`src/rtl/bit_pattern_gen.sv`:
```
// bit_pattern_gen: serially builds a WIDTH-bit word holding exactly N ones,
// one bit per clock. The ones are packed at the LSB end (msb_first=0) or at
// the MSB end (msb_first=1). Requests with N > WIDTH are clipped to WIDTH and
// flagged on err.
module bit_pattern_gen #(
    parameter int WIDTH = 8,
    parameter int CNT_W = 4
) (
    input  logic             clk,
    input  logic             sclr,
    input  logic             start,
    input  logic [CNT_W-1:0] count,
    input  logic             msb_first,
    output logic [WIDTH-1:0] pattern,
    output logic             busy,
    output logic             done,
    output logic             err
);

    typedef enum logic [1:0] {
        IDLE  = 2'd0,
        SHIFT = 2'd1,
        DONE  = 2'd2
    } state_t;

    localparam logic [CNT_W-1:0] WIDTH_C = CNT_W'(WIDTH);
    localparam logic [CNT_W-1:0] ONE_C   = CNT_W'(1);

    state_t           state;
    state_t           state_nxt;
    logic [CNT_W-1:0] rem;     // ones still to be inserted
    logic [CNT_W-1:0] steps;   // shifts still to be performed
    logic             mode;    // msb_first captured at the accepted start
    logic             accept;  // start is honoured only outside SHIFT
    logic             bit_in;  // bit inserted on the current shift

    assign accept = start && ((state == IDLE) || (state == DONE));
    assign bit_in = (rem != '0);

    // State register; sclr clears it without waiting for a clock edge.
    // NOTE: clocked state uses non-blocking (<=) so every flop samples the
    // pre-edge values; blocking here would create order-dependent races.
    always_ff @(posedge clk or negedge sclr) begin
        if (!sclr) state <= IDLE;
        else       state <= state_nxt;
    end

    // Next-state logic: start moves IDLE/DONE into SHIFT, the last shift ends in DONE.
    // NOTE: state_nxt is defaulted before the case so that every path assigns
    // it; a missing default would infer a latch.
    always_comb begin
        state_nxt = state;
        case (state)
            IDLE:    if (start)         state_nxt = SHIFT;
            SHIFT:   if (steps == ONE_C) state_nxt = DONE;
            DONE:    if (start)         state_nxt = SHIFT;
            default:                    state_nxt = IDLE;
        endcase
    end

    // Status outputs decoded from the state, so busy and done are exclusive by construction.
    always_comb begin
        busy = (state == SHIFT);
        done = (state == DONE);
    end

    // Datapath: latch the request on an accepted start, then shift one bit per clock.
    always_ff @(posedge clk or negedge sclr) begin
        if (!sclr) begin
            pattern <= '0;
            rem     <= '0;
            steps   <= '0;
            mode    <= 1'b0;
            err     <= 1'b0;
        end else if (accept) begin
            rem     <= (count > WIDTH_C) ? WIDTH_C : count;
            mode    <= msb_first;
            steps   <= WIDTH_C;
            pattern <= '0;
            err     <= (count > WIDTH_C);
        end else if (state == SHIFT) begin
            // The first bits inserted travel furthest, ending at bit 0 for
            // mode 0 (shift right) or at bit WIDTH-1 for mode 1 (shift left).
            if (mode) pattern <= {pattern[WIDTH-2:0], bit_in};
            else      pattern <= {bit_in, pattern[WIDTH-1:1]};
            if (bit_in) rem <= rem - ONE_C;
            steps <= steps - ONE_C;
        end
    end

endmodule

```
`config.mk`:
```
export PLATFORM = sky130hd
export DESIGN_NAME = bit_pattern_gen
export DESIGN_NICKNAME = d
export VERILOG_FILES = /design/src/rtl/bit_pattern_gen.sv
export SDC_FILE = /design/constraint.sdc
export NUM_CORES = 1
export LEC_CHECK = 0
export CELL_PAD_IN_SITES_DETAIL_PLACEMENT = 0
export CELL_PAD_IN_SITES_GLOBAL_PLACEMENT = 1
export CORE_MARGIN = 8
export CORE_UTILIZATION = 35
export CTS_CLUSTER_SIZE = 25
export DETAILED_ROUTE_END_ITERATION = 10
export GPL_ROUTABILITY_DRIVEN = 1
export GPL_TIMING_DRIVEN = 1
export HOLD_SLACK_MARGIN = 0.1
export PLACE_DENSITY_LB_ADDON = 0.1
export SYNTH_ARGS = -nofsm -noshare
export SYNTH_HDL_FRONTEND = slang
export SYNTH_SLANG_ARGS = --single-unit
```
`constraint.sdc`:
```
create_clock -name clk -period 1.35 [get_ports clk]
set_input_delay 0.135 -clock clk [delete_from_list [all_inputs] [get_ports clk]]
set_output_delay 0.135 -clock clk [all_outputs]
set_load 0.05 [all_outputs]
```
## After elaboration in Yosys (flattened, before gate mapping)

Cells that the tools add are included.

- Memories: 0
- Bits in latches: 0
- Bits of input ports: 8
- Memory bits (writable): 0
- Output and inout port bits: 11
- Bits in read-only memories: 0
- Logic and storage cells: 35
- Register bits: 20

- Add/sub/neg operators: 2
- Multipliers: 0
- Order comparisons: 1
- Reductions and logical operators: 9
- Divide/modulo/power cells: 0
- Equality and inequality tests: 5
- Bitwise operators: 0
- Shift operators: 0
- Muxes and demuxes: 12

Operator list:

| kind | number |
|---|---|
| 4-bit 2-to-1 mux | 6 |
| 8-bit 2-to-1 mux | 3 |
| 4-bit by 1-bit subtractor with 4-bit output (second input constant) | 2 |
| 4-bit by 1-bit equality test with 1-bit output (second input constant) | 1 |
| 4-bit > comparator (second input constant) | 1 |
| 2-bit 2-to-1 mux | 2 |
| 2-bit by 1-bit inequality test with 1-bit output (second input constant) | 2 |
| 2-bit one-hot mux with 2 select lines | 1 |
| 2-bit AND reduction | 2 |
| 2-bit nonzero test | 2 |
| 4-bit nonzero test | 1 |
| 2-bit by 1-bit equality test with 1-bit output (second input constant) | 1 |
| 2-bit equality test (second input constant) | 1 |
| 2-bit zero test | 1 |
| 2-bit OR reduction | 1 |
| 1-bit logical AND | 1 |
| 1-bit logical OR | 1 |

## Logic depth before layout (Yosys ltp)

Gate-level depths: netlist of run 1.

- Word-level depth: 5
- Mapped depth: 5
- Depth with buffers taken out: 5

## Worst setup path after synthesis of run 1

No wires, ideal clock.

- Path type: flip-flop to flip-flop
- Start: register rem[0]
- End: register rem[3]
- Slack: -0.124 ns
- Stages on the path, launching flop included: 6
- Library setup time: 0.126 ns
- Buffers on the path: 0
- Period minus slack after synthesis: 1.474 ns
- Arrival time: 1.348 ns
- Required time: 1.224 ns
- Path through: dfrtp_1 -> inv_1 -> ha_1 -> nor3b_1 -> nor4_1 -> a221o_1

- Word-level cells in the longest chain between the ends: 4
- Elaborated cells between the ends (all ways): 7
- Classes of those cells: 1 x add/sub; 3 x mux; 3 x reduce/logical

RTL lines:

| element | RTL line | RTL |
|---|---|---|
| start: declaration | 31 | `logic [CNT_W-1:0] rem;` |
| start signal: assignment | 76 | `rem <= (count > WIDTH_C) ? WIDTH_C : count;` |
| start signal: assignment | 86 | `if (bit_in) rem <= rem - ONE_C;` |
| 4-bit by 1-bit subtractor with 4-bit output | 86 |  |
| 4-bit 2-to-1 mux | 86 |  |
| 4-bit 2-to-1 mux | 81 | `end else if (state == SHIFT) begin` |
| 4-bit 2-to-1 mux | 75 | `end else if (accept) begin` |

Several ways; a longest one is shown, not always the timed one. The select of a mux whose other input is x is not followed.
A chain may end at the register's enable or synchronous reset.

## Worst setup path in the final report of run 1

Ends and elaborated chain as after synthesis.

==> impl_metrics.json, run 1 <==
{
  "tightest_slew_ns": 0.4576,
  "clock_insertion_delay_worst_skew_ns": 0.30,
  "worst-endpoint-arrival_ns": 1.69,
  "overall_routed_net_length_um": 2436,
  "fin_crit_sh": 1.101,
  "num_io_pins": 19,
  "clockBufferDepth": 2,
  "cts_inserted_buffers": 3,
  "netlist-cell-type-count": 31,
  "crit_path_start": "rem[0]$_DFFE_PN0P_",
  "die_height_um": 69.65,
  "mappedNetlistArea_mm2": 0.001007,
  "totalPowerFinal_mw": 4.136,
  "synth_warnings": 0,
  "detail-route-antenna-nets": 0,
  "initial_core_util": 0.3652,
  "drv_cap": 0,
  "setup_repair_after_global_routing_missed_its_margin": "true",
  "worst-setup-path-type": "reg -> reg",
  "reported_leakage_power_nw": 0.6793,
  "vias_per_cell": 5.272,
  "global_route_wire_length_before_repair_um": 4126,
  "routed-via-count": 833,
  "grt_max_degree": 21,
  "share_of_post_route_cells_with_drive_strength_above_1": 0.3228,
  "post_layout_nonfiller_instances": 158,
  "drt_iter0_drc": 33,
  "clock-skew-final_ns": 0.01127,
  "slew-limit-headroom": 0.6949,
  "grt.total_usage": 0.1020,
  "clk_transition_reported_paths_ns": 0.12,
  "worst_path_largest_cell_delay_ns": 0.44,
  "worst_ir_drop_vdd_v": 0.001464,
  "stdcell_area_mm2": 0.001518,
  "tritoncts_num_sinks": 20,
  "via_count_of_the_first_global_routing_pass": 850,
  "failed_checks": "setup timing",
  "cts_root_buf": "clkbuf_4",
  "reg2reg_from": "rem[0]$_DFFE_PN0P_",
  "synthCells": 95,
  "dpl.cell_count": 149,
  "end_of_flow_core_utilization": 0.5504,
  "period_needed_ns": 1.486,
  "dpl.hpwl_um": 1664,
  "cts.hold.buffers_added": 0,
  "ys_seq_area_frac": 0.4969,
  "num_antenna_cells": 0,
  "data_required_time_of_the_worst_path_ns": 1.55,
  "grt_antenna_before_repair": 0,
  "status": "finished with violations",
  "detail_route.first_pass.iterations": 4,
  "worstHoldPathType": "in -> async",
  "clock_tree_from_tritoncts": "done",
  "fmaxAchievable_mhz": 672.7,
  "post_drt_wl_per_cell_um": 15.42,
  "drv_slew": 0,
  "cell_with_the_largest_stage_delay_on_the_worst_path": "dfrtp_1",
  "worst_reg_to_reg_setup_slack_ns": -0.14,
  "die-width_um": 69.65,
  "finalSetupViolCount": 4,
  "synthesis.nets": 106,
  "critical_path.endpoint": "rem[3]$_DFFE_PN0P_",
  "routabilityCongestion": 0.7493,
  "crit_fanout": 4,
  "cts_max_level": 1,
  "finish.net_count": 139,
  "area_growth_syn_to_layout_pct": 50.68,
  "timing_hold_violations_final": 0,
  "worst_r2r_path_depth": 3,
  "post-route-drc-count": 0,
  "globalRoute.totalOverflow": 0,
  "buffer_ports.inserted": 18,
  "kind_of_end_point_of_the_critical_path": "register",
  "setup_ws_ns": -0.1365,
  "critical_path.reg2reg.endpoint": "rem[3]$_DFFE_PN0P_",
  "post_dp_cell_area_mm2": 0.001393,
  "post_synth.cell_area_avg_um2": 10.60,
  "placementRows": 19,
  "pwr_density_cell_mw_per_mm2": 2725,
  "fin_tns_setup_ns": -0.2107,
  "floorplan.die_area_mm2": 0.004850,
  "timing.critical_path.cells": "or3_4 > mux2_4 > a221o_1",
  "core-area_mm2": 0.002758,
  "critPathLaunchType": "register",
  "synth.ff_latch_count": 20
}
## through the flow
step | setup slack, ns | hold slack [ns]
2_1_floorplan | -0.09605 | -0.1606
3_3_place_gp | -0.1891 | 0.5018
3_5_place_dp | -0.1739 | 0.5025
4_1_cts | -0.1193 | 0.1514
5_1_grt | -0.1549 | 0.1596
6_report | -0.1365 | 0.1520
## flip-flops by register name (all words and copies together), names as in the netlist
name,count
err,1
steps,4
pattern,8
mode,1
state,2
rem,4
## logic make-up after synthesis
| logic type | synth area share |
|---|---|
| buffers and inverters | 0.06335 |
| muxes | 0.07453 |
| adders and majority gates | 0.03727 |
| AOI/OAI and AO/OA | 0.1752 |
| and+or+nand+nor | 0.1441 |
| xor gates and xnor gates | 0.008697 |
| DFF | 0.4969 |
## layout make-up
type	count	area [µm²]
Fill cell	243	1240
Sequential cell	20	500.5
Multi-Input combinational cell	62	494.2
Timing Repair Buffer	33	410.4
Tap cell	31	38.79
Inverter	8	37.54
Clock buffer	4	36.28
## worst max-delay path, delay by kind of cell, from the launching register on
family | cells | cell delay [ns]
AO/OA/AOI/OAI | 1 | 0.30
flip-flops | 1 | 0.44
multiplexers | 1 | 0.26
AND/OR/NAND/NOR | 1 | 0.38
## how the worst min path moves through the flow
stage               slack (ns)                endpoint  from
floorplan                -0.16         err$_DFFE_PN0P_  sclr
detailed placement        0.50        mode$_DFFE_PN0P_  sclr
global route              0.16      rem[2]$_DFFE_PN0P_  sclr
finish                    0.15  pattern[1]$_DFFE_PN0P_  sclr
global placement          0.50        mode$_DFFE_PN0P_  sclr
CTS                       0.15        mode$_DFFE_PN0P_  sclr
## Yosys cell counts
library cell,count,share of area
mux2i_1,6,0.060
nand3_1,3,0.015
buf_6,1,0.011
nor3_1,1,0.0050
a22o_1,3,0.026
xor2_1,1,0.0087
inv_1,7,0.026
a21oi_1,4,0.020
o211ai_1,1,0.0075
nor2_2,1,0.0062
dfrtp_1,20,0.50
and3_1,1,0.0062
a221o_1,1,0.0099
or3_1,2,0.012
o21ai_0,6,0.030
o2bb2ai_1,7,0.061
nand3b_1,1,0.0075
nand2_1,6,0.022
nand2b_1,2,0.012
nand4b_1,1,0.0087
ha_1,3,0.037
clkbuf_1,4,0.015
nor2_1,2,0.0075
a31oi_1,2,0.012
nor2b_1,2,0.012
nor3b_1,2,0.015
or4_1,1,0.0075
mux2_4,1,0.015
inv_8,1,0.011
o311ai_0,1,0.0087
nor4_1,1,0.0062
## power breakdown
| part | switching, mW | leakage, nW | internal (mW) |
|---|---|---|---|
| logic | 1.23 | 0.413 | 1.31 |
| clock network | 0.187 | 0.0210 | 0.164 |
| registers | 0.370 | 0.246 | 0.877 |
| total | 1.79 | 0.679 | 2.35 |
## placed cells by master (no fill, tap or decap), drive strengths merged, types with 2 or more instances in the layout
cell	count
o2bb2ai	7
o21ai	6
clkdlybuf4s50	7
nand2	6
inv	8
nand3	3
a22o	3
or3	2
mux2i	6
a21oi	4
a31oi	2
buf	26
nor2b	2
clkbuf	4
dfrtp	20
nor3b	2
nand2b	2
nor2	3
ha	3
## metal layers
layer | up-vias | GRT usage | part of all wire
met3 | 4 | 0.04006 | 0.046
met1 | 404 | 0.1192 | 0.46
met2 | 19 | 0.1691 | 0.48
met4 | 0 | 0.02679 | 0.012
li1 | 406 | - | -
met5 | - | 0 | 0
## timing repair
item,CTS,global route
setup endpoints to repair,13,14
gates resized for setup,9,6
buffers inserted,2,3
pin swaps,5,2
Power figures use the tool's default switching activity.
==> inputs of run 2 (changes only) <==
CORE_MARGIN = 1.5   (was 8)
CORE_UTILIZATION = 37   (was 35)
CTS_BUF_LIST = sky130_fd_sc_hd__clkbuf_4 sky130_fd_sc_hd__clkbuf_8   (was default)
==> impl_metrics.json, run 2 (same netlist as run 1, synthesis figures left out) <==
{
  "critical_path.reg2reg.endpoint": "rem[3]$_DFFE_PN0P_",
  "dpl.hpwl_um": 1621,
  "area_growth_syn_to_layout_pct": 51.68,
  "globalRoute.totalOverflow": 0,
  "worstHoldPathType": "in -> async",
  "floorplan.die_area_mm2": 0.003044,
  "tritoncts_num_sinks": 20,
  "worst_reg_to_reg_setup_slack_ns": -0.11,
  "largest_register_ffs": 8,
  "detail_route.first_pass.iterations": 6,
  "fin_crit_sh": 1.083,
  "timing.critical_path.cells": "or3_4 > mux2_4 > a221o_1",
  "grt_antenna_before_repair": 0,
  "share_of_post_route_cells_with_drive_strength_above_1": 0.3231,
  "timing_hold_violations_final": 0,
  "routed-via-count": 827,
  "worst_ir_drop_vdd_v": 0.001620,
  "worst-setup-path-type": "reg -> reg",
  "global_route_wire_length_before_repair_um": 3657,
  "top_regs": "pattern x8, rem x4, steps x4",
  "num_antenna_cells": 0,
  "layout.cells.most_common": "dfrtp_1",
  "clock-skew-final_ns": 0.01717,
  "via_count_of_the_first_global_routing_pass": 790,
  "critical_path.endpoint": "rem[3]$_DFFE_PN0P_",
  "buffer_ports.inserted": 18,
  "routabilityCongestion": 0.7833,
  "worst_r2r_path_depth": 3,
  "slew-limit-headroom": 0.7103,
  "drv_cap": 0,
  "tightest_slew_ns": 0.4346,
  "worst-endpoint-arrival_ns": 1.67,
  "vias_per_cell": 5.169,
  "num_io_pins": 19,
  "clockBufferDepth": 2,
  "placementRows": 18,
  "mostFrequentLayoutCells": "dfrtp_1 (20), buf_4 (15), buf_12 (11)",
  "fillerInstances": 238,
  "cts_inserted_buffers": 3,
  "dpl.cell_count": 151,
  "totalPowerFinal_mw": 4.150,
  "clock_tree_from_tritoncts": "done",
  "cts_max_level": 1,
  "drt_iter0_drc": 6,
  "pwr_density_cell_mw_per_mm2": 2717,
  "kind_of_end_point_of_the_critical_path": "register",
  "cts_root_buf": "clkbuf_4",
  "cell_with_the_largest_stage_delay_on_the_worst_path": "dfrtp_1",
  "final_hold_slack_ns": 0.1414,
  "period_needed_ns": 1.462,
  "finalSetupViolCount": 5,
  "end_of_flow_core_utilization": 0.6057,
  "grt.total_usage": 0.1726,
  "regMostFlops": "pattern",
  "die_height_um": 55.18,
  "reg2reg_from": "rem[0]$_DFFE_PN0P_",
  "initial_core_util": 0.3993,
  "detail-route-antenna-nets": 0,
  "stdcell_area_mm2": 0.001528,
  "reported_leakage_power_nw": 0.6914,
  "crit_fanout": 3,
  "clk_transition_reported_paths_ns": 0.12,
  "crit_path_start": "rem[0]$_DFFE_PN0P_",
  "clock_insertion_delay_worst_skew_ns": 0.31,
  "overall_routed_net_length_um": 2201,
  "critPathLaunchType": "register",
  "cts.hold.buffers_added": 0,
  "post_drt_wl_per_cell_um": 13.76,
  "post_layout_nonfiller_instances": 160,
  "die-width_um": 55.18,
  "post_dp_cell_area_mm2": 0.001414,
  "finish.net_count": 142,
  "drv_slew": 0,
  "data_required_time_of_the_worst_path_ns": 1.56,
  "setup_ws_ns": -0.1122,
  "setup_repair_after_global_routing_missed_its_margin": "true",
  "failed_checks": "setup timing",
  "post-route-drc-count": 0,
  "core-area_mm2": 0.002522,
  "grt_max_degree": 21,
  "worst_path_largest_cell_delay_ns": 0.42,
  "status": "finished with violations",
  "fmaxAchievable_mhz": 683.9
}
[run 2: routing by layer]
metal  up-vias  wire (µm)  global-route usage  part of all wire
met5         -          0                   0                 0
met4         0          0             0.04065                 0
met3         0        108             0.05376             0.049
met2        18       1078              0.2897              0.49
met1       397       1014              0.2166              0.46
li1        412          -                   -                 -
[run 2: repair_timing]
action                     4_1_cts  5_1_grt
pin swaps                        4        4
gates cloned                     0        0
resized for setup                6        5
setup buffers                    1        4
setup endpoints to repair       12        8
[run 2: how the worst min path moves through the flow]
stage | start | to | slack [ns]
final | sclr | mode$_DFFE_PN0P_ | 0.14
after global routing | sclr | mode$_DFFE_PN0P_ | 0.19
after CTS | sclr | mode$_DFFE_PN0P_ | 0.14
after detailed placement | sclr | mode$_DFFE_PN0P_ | 0.50
after global placement | sclr | pattern[2]$_DFFE_PN0P_ | 0.50
after floorplan | sclr | err$_DFFE_PN0P_ | -0.16
[run 2: worst max-delay path: cells and delay by family, from the launching register on]
family           cells  cell delay [ns]
flip-flops           1             0.42
AND/OR/NAND/NOR      1             0.39
AO/OA/AOI/OAI        1             0.28
multiplexers         1             0.27
[run 2: metrics by stage]
step | TNS, ns | setup WS [ns]
global placement | -0.4428 | -0.1032
finish | -0.2497 | -0.1122
CTS | -0.4295 | -0.1131
detailed placement | -0.8849 | -0.1304
global route | -0.6668 | -0.1348
floorplan | -0.09605 | -0.09605
[run 2: final cells by class]
cell class	count	area [µm²]	share of cell area
sequential	20	500.5	0.3276
multi-input combinational	62	479.2	0.3137
timing repair buffer	36	436.7	0.2858
inverter	8	37.54	0.02457
tap	30	37.54	0.02457
clock buffer	4	36.28	0.02375
[run 2: report_power, final]
group	total [mW]	switching (mW)	internal [mW]
Clock	0.353	0.189	0.165
Combinational	2.55	1.19	1.36
Sequential	1.25	0.369	0.877
Total	4.15	1.75	2.40
==> inputs of run 3 (changes only) <==
CORE_UTILIZATION = 44   (was 37)
clock period = 1.8 ns   (was 1.35 ns; I/O delays follow)
==> impl_metrics.json, run 3 (same netlist as run 1, synthesis figures left out) <==
{
  "layout.cells.most_common": "dfrtp_1",
  "tightest_slew_ns": 0.4997,
  "top_regs": "pattern x8, rem x4, steps x4",
  "end_of_flow_core_utilization": 0.5939,
  "num_io_pins": 19,
  "drt_iter0_drc": 8,
  "fin_tns_setup_ns": 0,
  "post_dp_cell_area_mm2": 0.001249,
  "worst-setup-path-type": "reg -> out",
  "crit_path_start": "pattern[4]$_DFFE_PN0P_",
  "worstHoldPathType": "in -> async",
  "floorplan.die_area_mm2": 0.002585,
  "drv_slew": 0,
  "timing.critical_path.cells": "clkdlybuf4s50_1",
  "kind_of_end_point_of_the_critical_path": "output pin",
  "timing_hold_violations_final": 0,
  "cts_inserted_buffers": 3,
  "cp.depth": 1,
  "global_route_wire_length_before_repair_um": 3594,
  "grt.total_usage": 0.1894,
  "cts_max_level": 1,
  "grt_max_degree": 21,
  "routed-via-count": 781,
  "stdcell_area_mm2": 0.001301,
  "vias_per_cell": 5.349,
  "die-width_um": 50.85,
  "cts_resized": 0,
  "tritoncts_num_sinks": 20,
  "cts_root_buf": "clkbuf_4",
  "pwr_density_cell_mw_per_mm2": 2045,
  "largest_register_ffs": 8,
  "num_antenna_cells": 0,
  "timing.critical_path.max_delay_family": "buffers and inverters",
  "clock_tree_from_tritoncts": "done",
  "clock_insertion_delay_worst_skew_ns": 0.30,
  "initial_core_util": 0.4597,
  "fmaxAchievable_mhz": 581.0,
  "share_of_post_route_cells_with_drive_strength_above_1": 0.1271,
  "worst_ir_drop_vdd_v": 0.001377,
  "detail_route.first_pass.iterations": 4,
  "regMostFlops": "pattern",
  "worst-endpoint-arrival_ns": 1.54,
  "setup_repair_after_global_routing_missed_its_margin": "false",
  "data_required_time_of_the_worst_path_ns": 1.62,
  "finish.net_count": 130,
  "routabilityCongestion": 0.7270,
  "crit_fanout": 4,
  "cell_with_the_largest_stage_delay_on_the_worst_path": "clkdlybuf4s50_1",
  "critical_path.reg2reg.endpoint": "rem[3]$_DFFE_PN0P_",
  "clk_transition_reported_paths_ns": 0.12,
  "clock-skew-final_ns": 0.001196,
  "reg2reg_from": "state[1]$_DFFE_PN0P_",
  "cts.hold.buffers_added": 0,
  "overall_routed_net_length_um": 1995,
  "clockBufferDepth": 2,
  "buffer_ports.inserted": 18,
  "worst_reg_to_reg_setup_slack_ns": 0.20,
  "worst_r2r_path_depth": 4,
  "fin_crit_sh": 0.9561,
  "core-area_mm2": 0.002191,
  "finalSetupViolCount": 0,
  "reported_leakage_power_nw": 0.5821,
  "post-route-drc-count": 0,
  "slew-limit-headroom": 0.6658,
  "worst_path_largest_cell_delay_ns": 0.82,
  "globalRoute.totalOverflow": 0,
  "status": "finished clean",
  "post_drt_wl_per_cell_um": 13.66,
  "placementRows": 17,
  "area_growth_syn_to_layout_pct": 29.19,
  "period_needed_ns": 1.721,
  "detail-route-antenna-nets": 0,
  "dpl.hpwl_um": 1444,
  "grt_antenna_before_repair": 0,
  "post-cts-setup-buffers": 0,
  "drv_cap": 0,
  "critPathLaunchType": "register",
  "mostFrequentLayoutCells": "dfrtp_1 (20), clkdlybuf4s50_1 (16), inv_1 (7), o2bb2ai_1 (7), buf_4 (7)",
  "via_count_of_the_first_global_routing_pass": 776,
  "timing.critical_path.buf_inv": 1,
  "die_height_um": 50.85
}
[run 3: final cells by class]
cell class | instances | area (µm²)
clock buffer | 3 | 22.52
clock inverter | 1 | 30.03
multi-input combinational | 62 | 442.9
inverter | 8 | 37.54
fill | 198 | 889.6
tap | 28 | 35.03
timing repair buffer | 24 | 232.7
sequential | 20 | 500.5
[run 3: metal layers]
metal / track usage / up-vias / part of all wire
li1: - / 390 / -
met1: 0.2490 / 380 / 0.50
met2: 0.3026 / 9 / 0.46
met3: 0.04094 / 2 / 0.030
met4: 0.08108 / 0 / 0.0040
met5: 0 / - / 0
[run 3: metrics by stage]
stage          setup WS [ns]  power (mW)  hold WS, ns  cells
2_1_floorplan         0.3259       1.867      -0.1156     95
3_3_place_gp          0.2541       2.297       0.4513    142
3_5_place_dp          0.2263       2.316       0.4549    142
4_1_cts              0.06464       2.685       0.1981    146
5_1_grt              0.01260       2.866       0.2006    146
6_report             0.07895       2.661       0.1986    146
[run 3: where the power goes]
group / leakage (nW) / switching [mW] / internal (mW)
clock: 0.0279 / 0.145 / 0.225
combinational: 0.308 / 0.815 / 0.604
sequential: 0.246 / 0.214 / 0.658
[run 3: how the worst max path moves through the flow]
stage,endpoint,slack [ns]
floorplan,rem[3]$_DFFE_PN0P_,0.33
global placement,rem[1]$_DFFE_PN0P_,0.25
detailed placement,rem[3]$_DFFE_PN0P_,0.23
CTS,pattern[4],0.06
global route,pattern[3],0.01
finish,pattern[4],0.08
